## src/rtl/mfm_pkg.sv

```systemverilog
// Shared MFM write-path definitions: interval codes, sequencer states and the
// byte-to-raw-half-cell encoder.
package mfm_pkg;

  localparam logic [2:0] SHORT = 3'd2;
  localparam logic [2:0] MED   = 3'd3;
  localparam logic [2:0] LONG  = 3'd4;
  localparam logic [2:0] ID    = 3'd5;

  typedef enum logic [1:0] {
    ST_IDLE  = 2'd0,
    ST_SCAN  = 2'd1,
    ST_DRAIN = 2'd2
  } mfm_state_e;

  // Raw word is c7 d7 c6 d6 ... c0 d0 (c_i at bit 2i+1); mark_mask kills clock bits.
  function automatic logic [15:0] mfm_raw_encode(input logic [7:0] data_byte,
                                                 input logic       prev_d0,
                                                 input logic [7:0] mark_mask);
    logic [15:0] word;
    logic        prev;
    word = '0;
    prev = prev_d0;
    for (int i = 7; i >= 0; i--) begin
      word[2*i+1] = ~prev & ~data_byte[i] & ~mark_mask[i];
      word[2*i]   = data_byte[i];
      prev        = data_byte[i];
    end
    return word;
  endfunction

endpackage

```

## src/rtl/mfm_interval_scan.sv

```systemverilog
// Walks the raw half-cell word MSB first, measures the spacing between ones
// and parks each finished interval in a one-entry pending register.
module mfm_interval_scan
  import mfm_pkg::*;
(
  input  logic        clk,
  input  logic        reset,
  input  logic        clear_i,
  input  logic        en_i,
  input  logic        raw_load_i,
  input  logic [15:0] raw_i,
  input  logic        shift_load_i,
  output logic        raw_vld_o,
  output logic        word_end_o,
  output logic        pend_vld_o,
  output logic [2:0]  pend_o
);

  logic [15:0] raw_q;
  logic [4:0]  left_q;
  logic [2:0]  dist_q;
  logic        first_q;
  logic [2:0]  pend_q;
  logic        pend_vld_q;

  logic        cur_bit;
  logic        has_bit;
  logic        step;
  logic        take;
  logic [2:0]  dist_inc;
  logic [2:0]  first_val;

  assign cur_bit   = raw_q[15];
  assign has_bit   = (left_q != 5'd0);
  // A one may only advance when pending is empty or being loaded this cycle.
  assign step      = en_i && has_bit && (!cur_bit || !pend_vld_q || shift_load_i);
  assign take      = step && cur_bit;
  assign dist_inc  = (dist_q == 3'd7) ? 3'd7 : dist_q + 3'd1;
  assign first_val = (dist_q < SHORT) ? SHORT : dist_q;

  assign raw_vld_o  = has_bit;
  assign word_end_o = step && (left_q == 5'd1);
  assign pend_vld_o = pend_vld_q;
  assign pend_o     = pend_q;

  always_ff @(posedge clk) begin
    if (!reset) begin
      raw_q      <= '0;
      left_q     <= '0;
      dist_q     <= 3'd1;
      first_q    <= 1'b1;
      pend_q     <= '0;
      pend_vld_q <= 1'b0;
    end else if (clear_i) begin
      left_q     <= '0;
      dist_q     <= 3'd1;
      first_q    <= 1'b1;
      pend_vld_q <= 1'b0;
    end else begin
      if (raw_load_i) begin
        raw_q  <= raw_i;
        left_q <= 5'd16;
      end else if (step) begin
        raw_q  <= {raw_q[14:0], 1'b0};
        left_q <= left_q - 5'd1;
      end
      if (step) begin
        dist_q <= cur_bit ? 3'd1 : dist_inc;
      end
      if (take) begin
        pend_q     <= first_q ? first_val : dist_q;
        pend_vld_q <= 1'b1;
        first_q    <= 1'b0;
      end else if (shift_load_i) begin
        pend_vld_q <= 1'b0;
      end
    end
  end

endmodule

```

## src/rtl/mfm_write_sequencer.sv

```systemverilog
// MFM write sequencer: byte intake with a one-byte holding register, session
// FSM and the load/done handshake towards the pulse shifter.
module mfm_write_sequencer
  import mfm_pkg::*;
#(
  parameter int unsigned MARK_BIT = 2
) (
  input  logic       clk,
  input  logic       reset,
  input  logic       wr_en,
  input  logic [7:0] data,
  input  logic       data_mark,
  input  logic       data_valid,
  output logic       data_ready,
  output logic       load,
  output logic [2:0] pulses,
  input  logic       done,
  output logic       busy,
  output logic       underrun,
  output logic [1:0] state_dbg
);

  localparam logic [7:0] MARK_MASK = 8'(1 << MARK_BIT);

  mfm_state_e  state_q, state_d;
  logic        wr_en_q;
  logic        hold_vld_q;
  logic [7:0]  hold_data_q;
  logic        hold_mark_q;
  logic        cur_d0_q;
  logic        underrun_q;
  logic        free_q;
  logic [2:0]  last_q;

  logic        raw_vld;
  logic        word_end;
  logic        pend_vld;
  logic [2:0]  pend;
  logic        start;
  logic        in_scan;
  logic        need_word;
  logic        transfer;
  logic        accept;
  logic        load_int;
  logic [15:0] raw_word;

  // Handshakes: a byte moves on data_valid && data_ready; an interval moves on
  // load, after which the shifter is busy until done is sampled high.
  assign start     = (state_q == ST_IDLE) && wr_en && !wr_en_q;
  assign in_scan   = (state_q == ST_SCAN);
  assign need_word = in_scan && (word_end || !raw_vld);
  assign transfer  = need_word && hold_vld_q;
  assign accept    = data_valid && data_ready;
  assign load_int  = pend_vld && free_q;
  assign raw_word  = mfm_raw_encode(hold_data_q, cur_d0_q, hold_mark_q ? MARK_MASK : 8'h00);

  mfm_interval_scan u_scan (
    .clk          (clk),
    .reset        (reset),
    .clear_i      (start),
    .en_i         (in_scan),
    .raw_load_i   (transfer),
    .raw_i        (raw_word),
    .shift_load_i (load_int),
    .raw_vld_o    (raw_vld),
    .word_end_o   (word_end),
    .pend_vld_o   (pend_vld),
    .pend_o       (pend)
  );

  always_ff @(posedge clk) begin
    if (!reset) begin
      state_q <= ST_IDLE;
    end else begin
      state_q <= state_d;
    end
  end

  always_comb begin
    state_d = state_q;
    case (state_q)
      ST_IDLE:  if (start) state_d = ST_SCAN;
      // Out of bytes at a word boundary, or the gate closed before any byte came.
      ST_SCAN:  if (need_word && !hold_vld_q && (word_end || !wr_en)) state_d = ST_DRAIN;
      ST_DRAIN: if (!pend_vld && free_q) state_d = ST_IDLE;
      default:  state_d = ST_IDLE;
    endcase
  end

  always_comb begin
    busy       = (state_q != ST_IDLE);
    data_ready = !hold_vld_q && wr_en && (state_q != ST_DRAIN);
    load       = load_int;
    pulses     = load_int ? pend : last_q;
    underrun   = underrun_q;
    state_dbg  = state_q;
  end

  always_ff @(posedge clk) begin
    if (!reset) begin
      wr_en_q     <= 1'b0;
      hold_vld_q  <= 1'b0;
      hold_data_q <= '0;
      hold_mark_q <= 1'b0;
      cur_d0_q    <= 1'b0;
      underrun_q  <= 1'b0;
      free_q      <= 1'b1;
      last_q      <= '0;
    end else begin
      wr_en_q <= wr_en;
      if (accept) begin
        hold_vld_q  <= 1'b1;
        hold_data_q <= data;
        hold_mark_q <= data_mark;
      end else if (transfer) begin
        hold_vld_q <= 1'b0;
      end
      if (start) begin
        cur_d0_q <= 1'b0;
      end else if (transfer) begin
        cur_d0_q <= hold_data_q[0];
      end
      if (start) begin
        underrun_q <= 1'b0;
      end else if (in_scan && word_end && !hold_vld_q && wr_en) begin
        underrun_q <= 1'b1;
      end
      if (load_int) begin
        free_q <= 1'b0;
        last_q <= pend;
      end else if (done) begin
        free_q <= 1'b1;
      end
    end
  end

endmodule

```

## config.mk

```make
export PLATFORM = sky130hd
export DESIGN_NAME = mfm_write_sequencer
export DESIGN_NICKNAME = d
export VERILOG_FILES = /design/src/rtl/mfm_pkg.sv /design/src/rtl/mfm_interval_scan.sv /design/src/rtl/mfm_write_sequencer.sv
export SDC_FILE = /design/constraint.sdc
export NUM_CORES = 1
export LEC_CHECK = 0
export ABC_AREA = 1
export CORE_MARGIN = 10
export CORE_UTILIZATION = 51
export CTS_BUF_LIST = sky130_fd_sc_hd__clkbuf_16
export DETAILED_ROUTE_END_ITERATION = 7
export HOLD_SLACK_MARGIN = 0.08
export PLACE_DENSITY = 0.75
export SYNTH_ARGS = -nofsm -noshare
export SYNTH_HDL_FRONTEND = slang
export SYNTH_HIERARCHICAL = 1
export SYNTH_SLANG_ARGS = --single-unit
```

## constraint.sdc

```tcl
create_clock -name clk -period 2.2 [get_ports clk]
set_input_delay 0.55 -clock clk [delete_from_list [all_inputs] [get_ports clk]]
set_output_delay 0.55 -clock clk [all_outputs]
set_load 0.05 [all_outputs]
```

==> results.yml, run 1 <==
floorplan:
  ioPinCount: 23
  row_count: 25
  initial_core_util: 0.529
  fp.dieW_um: 90.0
  die_y_um: 90.0
  die_area_sq_um: 8100
  core_area_sq_um: 4720
clocking:
  cts_sinks: 48
  clk_path_buf_depth: 2
  cts_tree: "yes"
  worst_skew_pair.late_latency_ns: 0.28
  cts-htree-levels: 2
  cts_made_buffers: 5
  cts-root-buf: "clkbuf_16"
  path_clk_slew_ns: 0.06
worst_hold_path:
  min_path_cells: 2
  hp-class: "flip-flop to flip-flop"
route:
  antenna_left: 0
  vias: 2193
  drc: 0
  avgRoutedWirePerCell_um: 10.6
  firstDrtPassIters: 4
  drt_iter0_markers: 186
  avgViaCountPerCell: 4.75
  route.final.wire_length_um: 4880
finish:
  multiInputGateArea_sq_um: 1230
  nNetsFinal: 412
  stdcell_area_sq_um: 2970
  areaGrowthSynthToFinish_pct: 18.9
  drive_gt1_frac: 0.159
  diodes: 0
  register_area_sq_um: 967
  fillers: 434
  final_core_util: 0.629
critical_path:
  crit_fanout: 6
  cp-start-kind: "flip-flop"
  crit_path_top_delay_cell: "dfxtp_2"
  worstSetupPathType: "flip-flop to output pin"
  crit_path_end_kind: "output pin"
  path_cells: "nand2_2 -> clkinvlp_4 -> buf_4 -> or2_2 -> o21ai_0 -> inv_1 -> buf_6"
  slowest_delay_ns: 0.35
  cp_data_required_time_ns: 1.65
  reg2regPathDepth: 13
  critPathArrivalTime_ns: 1.59
sta:
  worst_pin_slew_ns: 0.504
  finClkSkew_ns: 0.00461
  fin_hold_ws_ns: 0.459
  slew_headroom: 0.663
  finalMaxSlewViolations: 0
  timing.final.crit_share: 0.971
  fin_setup_tns_ns: 0
  finalHoldViolCount: 0
  finalSetupViolations: 0
  period_needed_ns: 2.14
  max_freq_mhz: 468
synth:
  ys_seq_area_frac: 0.385
  synthCells: 366
  yosysWarnings: 6
  synth_seq_cells: 48
  syn_nets: 383
  mappedNetlistArea_sq_um: 2500
  ys_types: 27
  synth.avg_cell_area_sq_um: 6.83
power_and_ir_drop:
  p_leak_uw: 0.00147
  power_uw: 1860
  power_density_nw_per_um2: 626
  peakVddDrop_v: 0.000354
grt:
  first_global_vias: 1974
  grt_max_degree: 32
  gr-total-overflow: 0
  grt_pass1_wl_um: 8530
  antenna_found_initial: 0
  track_usage: 0.121
place:
  place_hpwl_um: 3400
  dpl_cell_area_sq_um: 2810
  port_buffers: 22
  gp_congestion: 0.816
flow_run:
  maxCapViolCount: 0
status:
  status: "completed"
[cell type report]
| class | count | area share |
|---|---|---|
| inverters | 59 | 0.0758 |
| clock buffers | 5 | 0.0421 |
| multi-input cells | 246 | 0.414 |
| well taps | 67 | 0.0282 |
| repair buffers | 35 | 0.112 |
| clock inverters | 2 | 0.00295 |
| flip-flops and latches | 48 | 0.326 |
[critical path: cells and delay by family (launching register included)]
kind,cells,cell delay [ns]
and+or+nand+nor,2,0.36
DFF,1,0.35
buffers and inverters,4,0.50
AOI/OAI and AO/OA,1,0.11
[layer usage]
metal  GRT usage  vias up  part of all wire
met5           0        -                 0
met4      0.0504        0             0.015
met3      0.0308        6             0.035
met2       0.186       29              0.43
met1       0.156      978              0.51
li1            -     1180                 -
[registers in the layout, indices dropped and copies added (netlist names)]
signal,flops
u_scan/pend_vld_o,1
free_q,1
u_scan/pend_o,3
hold_vld_q,1
underrun,1
u_scan/dist_q,3
last_q,3
u_scan/raw_q,16
hold_data_q,8
cur_d0_q,1
state_dbg,2
u_scan/first_q,1
hold_mark_q,1
wr_en_q,1
u_scan/left_q,5
[placed cells by master, fill, tap and decap left out, types with 4 or more instances in the layout]
cell,netlist,layout
a21oi_1,26,26
buf_4,0,16
clkbuf_16,0,5
clkdlybuf4s50_1,0,16
dfxtp_1,48,45
inv_1,59,58
nand2_1,90,88
nand2_2,3,5
nand3_1,17,16
nand3_2,9,10
nor2_1,56,55
nor2_4,4,4
o21ai_0,20,18
[synth_stat cells]
master,instances,area (sq um)
or2_1,1,6.26
clkbuf_1,4,15.0
a21oi_2,2,17.5
buf_8,1,15.0
inv_1,59,221
nand2_1,90,338
a31oi_1,1,6.26
nand3_1,17,85.1
ha_1,3,37.5
nand4_1,2,12.5
a21oi_1,26,130
nor3_1,1,5.00
nand2_2,3,18.8
nand3_4,2,35.0
and2_2,1,7.51
dfxtp_1,48,961
buf_6,6,67.6
nand3_2,9,90.1
o211ai_1,1,7.51
or2_2,3,18.8
buf_2,2,10.0
nor2_1,56,210
nor2_4,4,45.0
xnor2_1,1,8.76
o21ai_4,1,16.3
o21ai_0,20,100
nor2_2,2,12.5
[where the power goes]
| group | internal [uW] | leakage, uW | switching, uW |
|---|---|---|---|
| logic | 94.5 | 0.00100 | 135 |
| registers | 897 | 0.000391 | 20.8 |
| clock network | 409 | 0.0000709 | 304 |
| total | 1400 | 0.00147 | 459 |
[repair_timing]
item | 4_1_cts | 5_1_grt
endpoints found under the hold margin | 0 | 0
setup buffers | 0 | 0
gates resized for setup | 1 | 10
hold buffers | 0 | 0
cloned | 0 | 0
setup endpoints to repair | 4 | 21
[logic make-up (layout without fill, tap and decap cells)]
kind of cell,after synthesis,in the layout,synth area share
flip-flops,48,48,0.385
AO/OA/AOI/OAI,51,51,0.111
XOR/XNOR,1,1,0.00351
adder cells (fa/ha/maj),3,3,0.0150
buffers and inverters,72,101,0.132
AND/OR/NAND/NOR,191,191,0.354
[through the flow]
| stage | cells | worst slack, ns |
|---|---|---|
| finish | 462 | 0.0634 |
| global placement | 455 | 0.0485 |
| floorplan | 366 | 0.00112 |
| global route | 462 | -0.0314 |
| CTS | 462 | 0.0105 |
| detailed placement | 455 | -0.0472 |
[worst paths after layout]
check	start	endpoint	slack, ns
hold / removal	underrun	underrun	0.46
setup / recovery	u_scan/pend_vld_o	pulses[2]	0.06
hold reg to reg	underrun	underrun	0.46
setup reg to reg	u_scan/left_q[0]	u_scan/raw_q[11]	0.18
(Power assumes the default switching activity.)
==> run 2: changes to the inputs <==
- CORE_ASPECT_RATIO: not set -> 0.75
==> results.yml, run 2 (same netlist as run 1, synthesis figures left out) <==
status:
  status: "completed"
flow_run:
  maxCapViolCount: 0
critical_path:
  crit_fanout: 6
  critPathTopFamily: "buffers and inverters"
  critical_path_depth: 7
  reg2regPathDepth: 13
  critPathArrivalTime_ns: 1.59
  worstSetupPathType: "flip-flop to output pin"
  slowest_delay_ns: 0.33
  crit_path_top_delay_cell: "dfxtp_1"
  cpMostUsedCell: "buf_4"
  path_buf_inv: 4
  cp_data_required_time_ns: 1.65
  cp-start-kind: "flip-flop"
  path_cells: "nand2_2 -> clkinvlp_4 -> buf_4 -> or2_2 -> o21ai_2 -> inv_1 -> buf_4"
  crit_path_end_kind: "output pin"
power_and_ir_drop:
  p_leak_uw: 0.00149
  power_density_nw_per_um2: 665
  power_uw: 2010
  peakVddDrop_v: 0.000422
floorplan:
  fp.dieW_um: 101
  die_y_um: 80.6
  initial_core_util: 0.543
  row_count: 21
  core_area_sq_um: 4600
  die_area_sq_um: 8130
  ioPinCount: 23
sta:
  finClkSkew_ns: 0.00354
  finalSetupViolations: 0
  period_needed_ns: 2.14
  finalHoldViolCount: 0
  worst_pin_slew_ns: 0.518
  slew_headroom: 0.653
  max_freq_mhz: 467
  finalMaxSlewViolations: 0
  timing.final.crit_share: 0.974
grt:
  grt_max_degree: 32
  gr-total-overflow: 0
  track_usage: 0.131
  first_global_vias: 1948
  grt_pass1_wl_um: 8900
  antenna_found_initial: 0
place:
  placed_cells: 445
  gp_congestion: 0.826
  place_hpwl_um: 3610
  port_buffers: 22
finish:
  largest-register: "u_scan/raw_q"
  nNetsFinal: 414
  top_regs: "u_scan/raw_q x16, hold_data_q x8, u_scan/left_q x5"
  fillers: 404
  drive_gt1_frac: 0.171
  final_cells: 455
  final_common_cell: "nand2_1"
  diodes: 0
  largest_reg_flops: 16
  areaGrowthSynthToFinish_pct: 21.1
  layout_common_cells: "88 x nand2_1, 57 x inv_1, 55 x nor2_1, 46 x dfxtp_1, 25 x a21oi_1"
route:
  avgViaCountPerCell: 4.83
  route.final.wire_length_um: 5180
  firstDrtPassIters: 4
  drt_iter0_markers: 129
  vias: 2197
  avgRoutedWirePerCell_um: 11.4
  drc: 0
  antenna_left: 0
worst_hold_path:
  hp-class: "flip-flop to flip-flop"
  min_path_cells: 2
clocking:
  cts-htree-levels: 2
  path_clk_slew_ns: 0.06
  clk_path_buf_depth: 2
  worst_skew_pair.late_latency_ns: 0.29
  cts-root-buf: "clkbuf_16"
  cts_sinks: 48
  cts_tree: "yes"
  hold_buffers: 0
  cts_made_buffers: 5
==> run 2: cell count changes in the layout (fill, tap and decap cells not counted), sizes merged <==
cell,delta
buf,+2
bufinv,+1
==> run 2: timing repair <==
item,4_1_cts,5_1_grt
setup endpoints to repair,3,20
setup buffers,1,1
pin swaps,1,1
resized for setup,1,13
==> run 2: metal layers <==
layer	track usage	wire, um	vias to the layer above
met5	0	0	-
met4	0.0465	53	0
met3	0.0411	382	7
met2	0.183	2060	52
met1	0.184	2680	955
li1	-	-	1183
==> run 2: power breakdown <==
group | switching, uW | internal [uW]
Combinational | 136 | 95.8
Clock | 327 | 535
Sequential | 22.2 | 896
Total | 485 | 1530
==> run 2: worst paths after layout <==
kind | from | to | slack, ns
worst max-delay path | u_scan/pend_vld_o | pulses[1] | 0.06
worst min-delay path | u_scan/left_q[1] | u_scan/left_q[1] | 0.47
worst max register to register | u_scan/left_q[0] | u_scan/raw_q[2] | 0.21
worst min register to register | u_scan/left_q[1] | u_scan/left_q[1] | 0.47
==> run 2: final cells by class <==
type,instances,area (sq um),share of cell area
clock buffers,5,125,0.0413
flip-flops and latches,48,966,0.319
well taps,57,71.3,0.0236
multi-input cells,246,1230,0.408
inverters,59,225,0.0744
repair buffers,37,363,0.120
clock inverters,3,41.3,0.0136
==> run 2: worst reg2reg max path, cell delays in order, from the launching register on <==
cell and delay, ns:
dfxtp_1 0.36, inv_1 0.09, ha_2 0.22, nand3_2 0.10
nand2_2 0.06, nor2_2 0.13, inv_1 0.09, nand2_2 0.10
nand3_2 0.11, inv_2 0.11, nand2_1 0.09, buf_12 0.18
a21oi_1 0.17, nor2_1 0.06
==> run 2: through the flow <==
| stage | setup WS [ns] | hold WS (ns) | cell area (sq um) | utilization | TNS, ns |
|---|---|---|---|---|---|
| after CTS | 0.0227 | 0.473 | 2990 | 0.650 | 0 |
| after floorplan | 0.00112 | 0.440 | 2510 | - | 0 |
| after global routing | -0.0302 | 0.488 | 3030 | 0.658 | -0.0443 |
| after detailed placement | 0.0334 | 0.454 | 2810 | 0.611 | 0 |
| final | 0.0570 | 0.470 | 3030 | 0.658 | 0 |
| after global placement | 0.101 | 0.451 | 2810 | 0.611 | 0 |
